### src/rtl/keypad_pkg.sv
// Shared types and helpers for the 4x4 matrix-keypad scanner.
package keypad_pkg;

  typedef enum logic [1:0] {SCAN, CONFIRM, HELD} state_t;
  typedef enum logic [1:0] {HIT, NONE, GHOST} sclass_t;

  localparam logic [3:0] COL_RESET = 4'b1110;

  function automatic logic [3:0] key_code(input logic [1:0] ridx, input logic [1:0] cidx);
    return {ridx, cidx};
  endfunction

endpackage

### src/rtl/keypad_scan_sync.sv
// Multi-bit two-flop synchronizer; resets to RSTVAL so idle pulled-up lines read inactive.
module keypad_scan_sync #(
  parameter int                 NUMBITS = 4,
  parameter logic [NUMBITS-1:0] RSTVAL  = '1
) (
  input  logic               clk,
  input  logic               reset,
  input  logic [NUMBITS-1:0] d,
  output logic [NUMBITS-1:0] q
);
  logic [NUMBITS-1:0] meta;

  always_ff @(posedge clk) begin
    if (reset) begin
      meta <= RSTVAL;
      q    <= RSTVAL;
    end else begin
      meta <= d;
      q    <= meta;
    end
  end
endmodule

### src/rtl/keypad_scan.sv
// 4x4 keypad scanner: one column driven low per dwell period, rows sampled at the end
// of the dwell, debounced and ghost-rejected into a one-cycle key event.
module keypad_scan
  import keypad_pkg::*;
#(
  parameter int CLKSPDMHZ = 100,
  parameter int DWELLUS   = 1000,
  parameter int DBCOUNT   = 4
) (
  input  logic       clk,
  input  logic       reset,
  input  logic [3:0] row,
  output logic [3:0] col,
  output logic [3:0] keyCode,
  output logic       keyValid,
  output logic       keyDown
);
  localparam int DWELL = CLKSPDMHZ * DWELLUS;
  localparam int CW    = $clog2(DWELL);
  localparam int MW    = $clog2(DBCOUNT + 1);
  localparam logic [CW-1:0] DWELL_LAST = CW'(DWELL - 1);
  localparam logic [MW-1:0] DB_LAST    = MW'(DBCOUNT - 1);

  logic [3:0]    rows_s;
  logic [CW-1:0] cnt;
  logic          sample;
  state_t        state, state_n;
  logic [MW-1:0] match, match_n;
  logic [1:0]    cand_row, cand_row_n, cand_col, cand_col_n;
  logic [3:0]    col_n, code_n;
  logic          valid_n, down_n, accept;
  logic [2:0]    zeros;
  logic [1:0]    ridx, cidx;
  sclass_t       cls;

  keypad_scan_sync #(.NUMBITS(4)) u_sync (
    .clk   (clk),
    .reset (reset),
    .d     (row),
    .q     (rows_s)
  );

  assign sample = (cnt == DWELL_LAST);

  // Row classification: exactly one low row is a hit, several low rows is a ghost.
  always_comb begin
    zeros = '0;
    ridx  = '0;
    cidx  = '0;
    for (int i = 0; i < 4; i++) begin
      if (!rows_s[i]) begin
        zeros = zeros + 3'd1;
        ridx  = 2'(i);
      end
      if (!col[i]) cidx = 2'(i);
    end
    if (zeros == 3'd0)      cls = NONE;
    else if (zeros == 3'd1) cls = HIT;
    else                    cls = GHOST;
  end

  always_comb begin
    state_n    = state;
    col_n      = col;
    match_n    = match;
    cand_row_n = cand_row;
    cand_col_n = cand_col;
    code_n     = keyCode;
    valid_n    = 1'b0;
    down_n     = keyDown;
    accept     = 1'b0;
    if (sample) begin
      unique case (state)
        SCAN: begin
          if (cls == HIT) begin
            cand_row_n = ridx;
            cand_col_n = cidx;
            if (DBCOUNT == 1) accept = 1'b1;
            else begin
              match_n = MW'(1);
              state_n = CONFIRM;
            end
          end else begin
            col_n = {col[2:0], col[3]};
          end
        end
        CONFIRM: begin
          if (cls == HIT && ridx == cand_row) begin
            if (match == DB_LAST) accept = 1'b1;
            else                  match_n = match + MW'(1);
          end else begin
            match_n = '0;
            col_n   = {col[2:0], col[3]};
            state_n = SCAN;
          end
        end
        HELD: begin
          // Any hit, even from a different key, keeps the current key held.
          if (cls == HIT) match_n = '0;
          else if (match == DB_LAST) begin
            down_n  = 1'b0;
            match_n = '0;
            col_n   = {col[2:0], col[3]};
            state_n = SCAN;
          end else begin
            match_n = match + MW'(1);
          end
        end
        default: state_n = SCAN;
      endcase
      if (accept) begin
        code_n  = key_code(cand_row_n, cand_col_n);
        valid_n = 1'b1;
        down_n  = 1'b1;
        match_n = '0;
        state_n = HELD;
      end
    end
  end

  always_ff @(posedge clk) begin
    if (reset) begin
      state    <= SCAN;
      col      <= COL_RESET;
      cnt      <= '0;
      match    <= '0;
      cand_row <= '0;
      cand_col <= '0;
      keyCode  <= '0;
      keyValid <= 1'b0;
      keyDown  <= 1'b0;
    end else begin
      state    <= state_n;
      col      <= col_n;
      cnt      <= sample ? '0 : cnt + CW'(1);
      match    <= match_n;
      cand_row <= cand_row_n;
      cand_col <= cand_col_n;
      keyCode  <= code_n;
      keyValid <= valid_n;
      keyDown  <= down_n;
    end
  end
endmodule

### config.mk
export PLATFORM = sky130hd
export DESIGN_NAME = keypad_scan
export DESIGN_NICKNAME = d
export VERILOG_FILES = /design/src/rtl/keypad_pkg.sv /design/src/rtl/keypad_scan_sync.sv /design/src/rtl/keypad_scan.sv
export SDC_FILE = /design/constraint.sdc
export NUM_CORES = 1
export LEC_CHECK = 0
export ABC_AREA = 1
export CELL_PAD_IN_SITES_DETAIL_PLACEMENT = 1
export CELL_PAD_IN_SITES_GLOBAL_PLACEMENT = 2
export CORE_MARGIN = 2
export CORE_UTILIZATION = 33
export DETAILED_ROUTE_END_ITERATION = 8
export DONT_BUFFER_PORTS = 1
export GPL_TIMING_DRIVEN = 0
export PLACE_DENSITY = 0.86
export REMOVE_ABC_BUFFERS = 1
export SLEW_MARGIN = 5
export SYNTH_ARGS = -nofsm -noshare
export SYNTH_HDL_FRONTEND = slang
export SYNTH_SLANG_ARGS = --single-unit
### constraint.sdc
create_clock -name clk -period 2.2 [get_ports clk]
set_input_delay 0.55 -clock clk [delete_from_list [all_inputs] [get_ports clk]]
set_output_delay 0.55 -clock clk [all_outputs]
set_load 0.01 [all_outputs]
### Yosys cells after proc, flatten, opt, wreduce, memory -nomap -nowiden

Cells that the tools add are included.

| storage, ports and cells | value |
|---|---|
| register bits | 44 |
| bits of input ports | 6 |
| output and inout bits | 10 |

| cells by class | value |
|---|---|
| add/sub/neg operators | 5 |
| equality and inequality tests | 16 |
| muxes and demuxes | 43 |
| bitwise gates (word level) | 1 |
| reduce and logical (&&, ||, !) cells | 15 |

Operators with widths:

| kind | number |
|---|---|
| two-way mux 2 bit | 15 |
| two-way mux 3 bit | 9 |
| adder 17 x 1 -> 17 bit (second input constant) | 1 |
| equality test 17 bit (second input constant) | 1 |
| two-way mux 4 bit | 4 |
| adder 3 x 1 -> 3 bit (second input constant) | 4 |
| two-way mux 1 bit | 12 |
| != test 3 bit (second input constant) | 4 |
| case mux 4 bit (3 select lines) | 1 |
| case mux 3 bit (3 select lines) | 1 |
| != test 2 bit (second input constant) | 4 |
| AND reduction 4 bit | 2 |
| case mux 2 bit (3 select lines) | 1 |
| AND reduction 6 bit | 1 |
| AND reduction 5 bit | 1 |
| logical NOT 2 bit | 2 |
| != test 4 bit (second input constant) | 1 |
| nonzero test 2 bit | 2 |
| nonzero test 4 bit | 1 |
| OR reduction 2 bit | 2 |
| equality test 3 x 1 -> 1 bit (second input constant) | 1 |
| equality test 3 x 2 -> 1 bit (second input constant) | 1 |
| logical NOT 3 bit | 1 |
| nonzero test 3 bit | 1 |
| 7 further kinds | 7 |

### Longest topological paths before layout

Gate-level depths: netlist of the first run.

| depth | value |
|---|---|
| depth after elaboration | 17 |
| depth in mapped cells | 17 |
| mapped depth without buffers | 17 |

### Cells and area by module

From an unflattened synthesis of the first run, not the netlist that was laid out.

| unflattened totals | value |
|---|---|
| cells, all modules | 306 |
| area total of the unflattened synthesis | 2245.9 sq um |

By module, submodules not included:

| module | times used | cells an instance | area an instance (sq um) |
|---|---|---|---|
| keypad_scan | 1 | 281 | 2021.9 |
| keypad_scan_sync | 1 | 25 | 224.0 |

### Worst setup path after synthesis of the first run

Ideal clock, no wire load.

| timing | value |
|---|---|
| path type | flip-flop to flip-flop |
| start point | reg u_sync.q[1] |
| end point | reg keyCode[0] |
| setup time | 0.126 ns |
| data arrival time | 1.987 ns |
| data required time | 2.074 ns |
| slack | 0.087 ns |
| stages on the path, launching flop included | 15 |
| path buffers | 0 |
| cell sequence | dfxtp_1 > inv_1 > ha_1 > inv_1 > nand2_1 > nand2_1 > ha_1 > inv_1 > nor2_8 > xor2_4 > nand3_2 > inv_2 > o211ai_1 > o21ai_0 > a21oi_1 |

| between the ends | value |
|---|---|
| longest elaborated chain between the ends | 14 |
| elaborated cells between the ends (all ways) | 21 |
| those cells by class | 2 x add/sub; 2 x eq/ne; 13 x mux; 4 x reduce/logical |

RTL lines:

| what | line | RTL |
|---|---|---|
| from (decl) | keypad_scan_sync.sv:9 | `output logic [NUMBITS-1:0] q` |
| from (signal assigned) | keypad_scan_sync.sv:19 | `q <= meta;` |
| two-way mux 3 bit | keypad_scan.sv:51 | `if (!rows_s[i]) begin` |
| adder 3 x 1 -> 3 bit | keypad_scan.sv:52 | `zeros = zeros + 3'd1;` |
| two-way mux 3 bit | keypad_scan.sv:51 |  |
| adder 3 x 1 -> 3 bit | keypad_scan.sv:52 |  |
| two-way mux 3 bit | keypad_scan.sv:51 |  |
| equality test 3 x 1 -> 1 bit | keypad_scan.sv:58 | `else if (zeros == 3'd1) cls = HIT;` |
| two-way mux 2 bit | keypad_scan.sv:58 |  |
| two-way mux 2 bit | keypad_scan.sv:57 | `if (zeros == 3'd0) cls = NONE;` |
| logical NOT 2 bit | keypad_scan.sv:75, keypad_scan.sv:88 |  |
| logical AND 1 bit | keypad_scan.sv:88 | `if (cls == HIT && ridx == cand_row) begin` |
| two-way mux 1 bit | keypad_scan.sv:88 |  |
| two-way mux 1 bit | keypad_scan.sv:73 | `unique case (state)` |
| two-way mux 1 bit | keypad_scan.sv:72 | `if (sample) begin` |
| AND reduction 2 bit (no line) | -- |  |
| to (signal assigned) | keypad_scan.sv:139 | `keyCode <= code_n;` |
| to (decl) | keypad_scan.sv:14 | `output logic [3:0] keyCode,` |

Several ways; a longest one is shown, not always the timed one. The select of a mux whose other input is x is not followed.
A chain may end at the register's enable or synchronous reset.

### Final worst setup path of the first run

| timing | value |
|---|---|
| start point | reg u_sync.q[1] |
| end point | reg col[3] |

| between the ends | value |
|---|---|
| longest elaborated chain between the ends | 12 |
| elaborated cells between the ends (all ways) | 19 |
| those cells by class | 2 x add/sub; 5 x eq/ne; 8 x mux; 4 x reduce/logical |

RTL lines:

| what | line | RTL |
|---|---|---|
| two-way mux 3 bit | keypad_scan.sv:51 |  |
| adder 3 x 1 -> 3 bit | keypad_scan.sv:52 |  |
| two-way mux 3 bit | keypad_scan.sv:51 |  |
| adder 3 x 1 -> 3 bit | keypad_scan.sv:52 |  |
| two-way mux 3 bit | keypad_scan.sv:51 |  |
| equality test 3 x 1 -> 1 bit | keypad_scan.sv:58 |  |
| two-way mux 2 bit | keypad_scan.sv:58 |  |
| two-way mux 2 bit | keypad_scan.sv:57 |  |
| logical NOT 2 bit | keypad_scan.sv:75, keypad_scan.sv:88, keypad_scan.sv:99 |  |
| logical AND 1 bit | keypad_scan.sv:88 |  |
| != test 2 bit (no line) | -- |  |
| AND reduction 6 bit (no line) (*) | -- |  |
| to (signal assigned) | keypad_scan.sv:134 | `col <= col_n;` |
| to (decl) | keypad_scan.sv:13 | `output logic [3:0] col,` |

Every way passes the cells marked *; elsewhere a longest branch is shown, timed or not.

==> results of run 1 <==
## layout by cell type (no fill, tap or decap), types with 4 or more instances in the layout
cell	n
clkbuf_8	5
nand4_1	8
nor2_1	18
o21ai_1	9
inv_2	6
nor3_1	5
xor2_1	4
nand2_2	8
nand2_4	4
or2_2	9
a21oi_1	18
ha_1	9
dfxtp_1	41
inv_1	43
nand2_1	56
o21ai_0	8
buf_4	8
nor2_2	5
nand3_4	5
nand3_1	23
## synth_stat cells, drive strengths merged
library cell,number
nor3b,2
a21boi,1
xor2,5
clkbuf,1
nand3b,1
nand3,31
inv,52
o21a,1
nor4,1
or2,10
o211ai,3
o21ai,18
nand2,68
buf,3
o22ai,2
ha,11
nor2,26
nand4,8
nor3,7
dfxtp,44
a21oi,20
## kinds of logic after synthesis
family                     share of synthesized area
DFF                                            0.375
AOI/OAI and AO/OA                              0.104
buffers and inverters                         0.0938
and+or+nand+nor                                0.341
adders and majority gates                     0.0586
xor gates and xnor gates                      0.0267
## path summary, 6_finish.rpt
| check | from | to | slack [ns] | cells past startpoint |
|---|---|---|---|---|
| worst max-delay path | u_sync.q[1] | col[3] | 0.03 | 14 |
| worst min-delay path | reset | match[1] | 0.30 | 1 |
| worst min register to register | u_sync.meta[1] | u_sync.q[1] | 0.41 | 1 |
| worst max register to register | u_sync.q[1] | col[3] | 0.03 | 14 |
## power groups by stage
| stage | sequential, mW | combinational (mW) | clock [mW] |
|---|---|---|---|
| finish | 0.816 | 0.123 | 0.516 |
| global route | 0.818 | 0.138 | 0.569 |
| CTS | 0.816 | 0.104 | 0.528 |
| detailed placement | 0.834 | 0.0948 | 0 |
| global placement | 0.834 | 0.0903 | 0 |
| floorplan | 0.832 | 0.0739 | 0 |
## layout make-up
class	instances	area (um^2)
clock inverters	1	8.76
clock buffers	7	76.3
multi-input cells	215	1350
well taps	96	120
fillers	878	4110
flip-flops and latches	44	885
repair buffers	9	80.1
inverters	52	203
## repair_timing
item,CTS,global route
buffers inserted,3,6
setup endpoints to repair,19,22
pin swaps,3,15
resized for setup,9,35
## flip-flops by register name (all words and copies together), names as in the netlist
signal / flops
cand_row: 2
u_sync.meta: 4
state: 2
u_sync.q: 4
keyDown: 1
cand_col: 2
keyCode: 4
match: 3
col: 4
cnt: 17
keyValid: 1
## per-layer routing
layer,track usage,share of wire,vias to the layer above
met5,0,0,-
met4,0.0606,0.017,0
met3,0.0364,0.024,7
met2,0.249,0.48,19
met1,0.184,0.48,945
li1,-,-,1034
==> results_dict.tcl, run 1 <==
set metrics [dict create \
    drive_above_1_share 0.223 \
    grt.overflow.total 0 \
    dr.pass1.iters 4 \
    fin_tns_setup_ns 0 \
    grt_max_degree 16 \
    fp.coreArea_um2 6830 \
    p_sw_mw 0.374 \
    dieArea_um2 7800 \
    die_x_um 88.3 \
    stdcell_count 424 \
    maxSlewViolCount 0 \
    setup_ws_ns 0.0330 \
    yosys-top-cells-area "dfxtp_1, nand2_1, inv_1" \
    yosysUniqueCellTypes 33 \
    cpMaxStageDelayCell "dfxtp_2" \
    crit_family "simple AND/OR/NAND/NOR gates" \
    grt_first_pass_wirelength_mm 9.04 \
    pre_cts_ws_ns -0.311 \
    cts_buffers 5 \
    sw_frac_of_total 0.257 \
    crit_chain "inv_2 -> ha_4 -> inv_2 -> nand2_2 -> nand2_2 -> ha_4 -> inv_4 -> nor2_8 -> xor2_4 -> nand2_4 -> o211ai_1 -> nor2_2 -> nand2_1 -> nand3_1" \
    initial_utilization 0.344 \
    ys_warn_count 0 \
    drtIter0Drc 55 \
    maxCapViolCount 0 \
    rows 30 \
    dpl.hpwl_mm 3.96 \
    die_h_um 88.3 \
    p_total_mw 1.46 \
    syn_inst 315 \
    min_period_ns 2.17 \
    path_class "reg -> reg" \
    fin_area_um2 2720 \
    hold_path.class "in -> reg" \
    place_inst 407 \
    antenna_left 0 \
    cts_hold_buf 0 \
    fin_crit_sh 0.985 \
    fin_util 0.398 \
    diodes 0 \
    power.share.combinational 0.084 \
    cts_buffer_depth 2 \
    drc_errors 0 \
    globalplace.congestion 0.730 \
    nNetsFinal 344 \
    area_growth_pct 15.9 \
    syn_area_um2 2350 \
    synth-seq-cells 44 \
    p_int_mw 1.08 \
    tightest_slew_ns 0.432 \
    num_io_pins 16 \
    netlist.area_leader.share 0.375 \
    viasPerCell 4.73 \
    via_count 2005 \
    ir_drop_v 0.000236 \
    whs_ns 0.299 \
    worstPathArrival_ns 2.34 \
    grt_antenna_before_repair 0 \
    wirelength_mm 5.44 \
    clockRootBuffer "clkbuf_8" \
    required_ns 2.37 \
    relSlewSlack 0.712 \
    fmax_mhz 461 \
    cp_max_fo 8 \
    sequentialPowerShare 0.561 \
    port_buffers 0 \
    slowest_delay_ns 0.34 \
    cp-end-kind "flip-flop" \
    outcome "finished, final reports clean" \
    skew_ns 0.0176 \
    setup_viol 0 \
    avgSynthCellArea_um2 7.45 \
    clk_latency_ns 0.30 \
    yosysSeqAreaShare 0.375 \
    cts_tree "built" \
    h-tree-depth 2 \
    placed_cell_area_um2 2440 \
    path_clk_slew_ns 0.09 \
    yosysTopAreaCell "dfxtp_1" \
    cts_sinks 44 \
    grt_pass1_vias 2028 \
    post_drt_wl_per_cell_um 12.8 \
    power_density_nw_per_um2 535 \
    worst-path-buf-inv 3 \
    grt_usage 0.149 \
    final_hold_viol_count 0 \
    startpoint_type "flip-flop" \
    clockPowerShare 0.355 \
    p_leak_nw 1.10 \
    rsz0062_at_grt "true" \
]
(Power assumes the default switching activity.)
==> run 2: changes to the inputs <==
--- a/config.mk
+++ b/config.mk
@@ -9,12 +9,13 @@
 export CELL_PAD_IN_SITES_DETAIL_PLACEMENT = 1
 export CELL_PAD_IN_SITES_GLOBAL_PLACEMENT = 2
 export CORE_MARGIN = 2
-export CORE_UTILIZATION = 33
+export CORE_UTILIZATION = 39
 export DETAILED_ROUTE_END_ITERATION = 8
 export DONT_BUFFER_PORTS = 1
 export GPL_TIMING_DRIVEN = 0
-export PLACE_DENSITY = 0.86
+export PLACE_DENSITY = 0.94
 export REMOVE_ABC_BUFFERS = 1
+export SKIP_LAST_GASP = 1
 export SLEW_MARGIN = 5
 export SYNTH_ARGS = -nofsm -noshare
 export SYNTH_HDL_FRONTEND = slang
==> constraint.sdc (replaced) <==
create_clock -name clk -period 2.6 [get_ports clk]
set_input_delay 0.65 -clock clk [delete_from_list [all_inputs] [get_ports clk]]
set_output_delay 0.65 -clock clk [all_outputs]
set_load 0.01 [all_outputs]
==> results_dict.tcl, run 2 (synthesis gave the netlist of run 1 again) <==
set metrics [dict create \
    outcome "finished, final reports clean" \
    hold_path.class "reg -> reg" \
    worstPathArrival_ns 2.53 \
    diodes 0 \
    area_growth_pct 10.0 \
    drc_errors 0 \
    grt_first_pass_wirelength_mm 9.41 \
    sw_frac_of_total 0.221 \
    clockPowerShare 0.426 \
    num_io_pins 16 \
    fp.coreArea_um2 5890 \
    cpMaxStageDelayCell "dfxtp_1" \
    antenna_left 0 \
    cts_hold_buf 0 \
    cp-end-kind "flip-flop" \
    place_inst 386 \
    largest_register_ff_count 17 \
    h-tree-depth 2 \
    maxCapViolCount 0 \
    via_count 1969 \
    p_sw_mw 0.298 \
    power.share.combinational 0.062 \
    path_class "reg -> reg" \
    slowest_delay_ns 0.34 \
    r2r_cells 16 \
    grt_max_degree 16 \
    min_period_ns 2.33 \
    grt_antenna_before_repair 0 \
    cts_tree "built" \
    dpl.hpwl_mm 4.07 \
    startpoint_type "flip-flop" \
    sequentialPowerShare 0.512 \
    fin_tns_setup_ns 0 \
    post_drt_wl_per_cell_um 13.4 \
    r2r_setup_slack_ns 0.27 \
    crit_path_start "u_sync.q[1]" \
    worst-path-buf-inv 4 \
    grt.overflow.total 0 \
    mostFrequentLayoutCell "nand2_1" \
    nNetsFinal 336 \
    skew_ns 0.00664 \
    clockRootBuffer "clkbuf_8" \
    setup_viol 0 \
    p_leak_nw 1.07 \
    stdcell_count 395 \
    ir_drop_v 0.000210 \
    top_register "cnt" \
    cp-endpoint "col[0]" \
    initial_utilization 0.399 \
    cts_sinks 44 \
    viasPerCell 4.98 \
    fmax_mhz 429 \
    die_h_um 81.6 \
    drive_above_1_share 0.131 \
    cts_buffers 5 \
    dieArea_um2 6660 \
    p_int_mw 1.05 \
    dr.pass1.iters 4 \
    maxSlewViolCount 0 \
    crit_chain "inv_1 -> ha_4 -> inv_1 -> nand2_1 -> nand2_1 -> ha_1 -> inv_1 -> nor2_8 -> xor2_4 -> buf_12 -> nand2_4 -> nand3_1 -> nand2_1 -> nand3_2 -> o21ai_0 -> nor2_1" \
    port_buffers 0 \
    globalplace.congestion 0.736 \
    final_hold_viol_count 0 \
    cts_buffer_depth 2 \
    grt_usage 0.180 \
    die_x_um 81.6 \
    power_density_nw_per_um2 522 \
    r2r_start "u_sync.q[1]" \
    path_clk_slew_ns 0.08 \
    rsz0062_at_grt "false" \
    r2r-end "col[0]" \
    p_total_mw 1.35 \
    rows 28 \
    tightest_slew_ns 0.525 \
    relSlewSlack 0.649 \
    required_ns 2.80 \
    wirelength_mm 5.28 \
    drtIter0Drc 65 \
    crit_family "simple AND/OR/NAND/NOR gates" \
    clk_latency_ns 0.30 \
    fin_crit_sh 0.896 \
    mostFrequentLayoutCells "nand2_1, inv_1, dfxtp_1, nand3_1, nor2_1" \
    cp_max_fo 8 \
    cp.depth 16 \
    grt_pass1_vias 2089 \
]
==> run 2: what timing repair did <==
action,4_1_cts,5_1_grt
endpoints found under the setup margin,0,5
gates resized for setup,0,2
buffers inserted,0,1
==> run 2: through the flow <==
step / util / area [um^2] / hold WS [ns] / setup WS, ns
detailed placement: 0.411 / 2420 / 0.395 / 0.193
global placement: 0.411 / 2420 / 0.391 / 0.252
floorplan: - / 2320 / 0.389 / 0.474
CTS: 0.432 / 2540 / 0.402 / 0.162
global route: 0.439 / 2580 / 0.399 / 0.0734
finish: 0.439 / 2580 / 0.411 / 0.271
==> run 2: worst min path at each step <==
stage               cells past startpoint      startpoint  slack, ns          end
finish                                  1  u_sync.meta[3]       0.41  u_sync.q[3]
global route                            1           reset       0.40     match[2]
CTS                                     1           reset       0.40     match[0]
detailed placement                      1  u_sync.meta[3]       0.39  u_sync.q[3]
global placement                        1  u_sync.meta[0]       0.39  u_sync.q[0]
floorplan                               1  u_sync.meta[0]       0.39  u_sync.q[0]
==> run 2: cell type report <==
cell class              count  area [um^2]
clock buffers               7         96.3
clock inverters             1         30.0
fillers                   736         3300
inverters                  52          195
multi-input cells         215         1270
flip-flops and latches     44          881
well taps                  75         93.8
repair buffers              1         20.0
==> run 2: layer usage <==
| metal | track usage | wire, um | vias to the layer above | share of wire |
|---|---|---|---|---|
| met3 | 0.0440 | 140 | 9 | 0.026 |
| met5 | 0 | 0 | - | 0 |
| li1 | - | - | 1024 | - |
| met2 | 0.309 | 2610 | 15 | 0.49 |
| met4 | 0.0517 | 76 | 0 | 0.014 |
| met1 | 0.223 | 2460 | 921 | 0.47 |
==> run 2: power by group through the flow <==
stage / Combinational [mW] / Sequential [mW] / Clock, mW
after floorplan: 0.0626 / 0.704 / 0
after global placement: 0.0754 / 0.705 / 0
after detailed placement: 0.0793 / 0.706 / 0
after CTS: 0.0807 / 0.690 / 0.587
after global routing: 0.0949 / 0.691 / 0.620
final: 0.0828 / 0.690 / 0.574
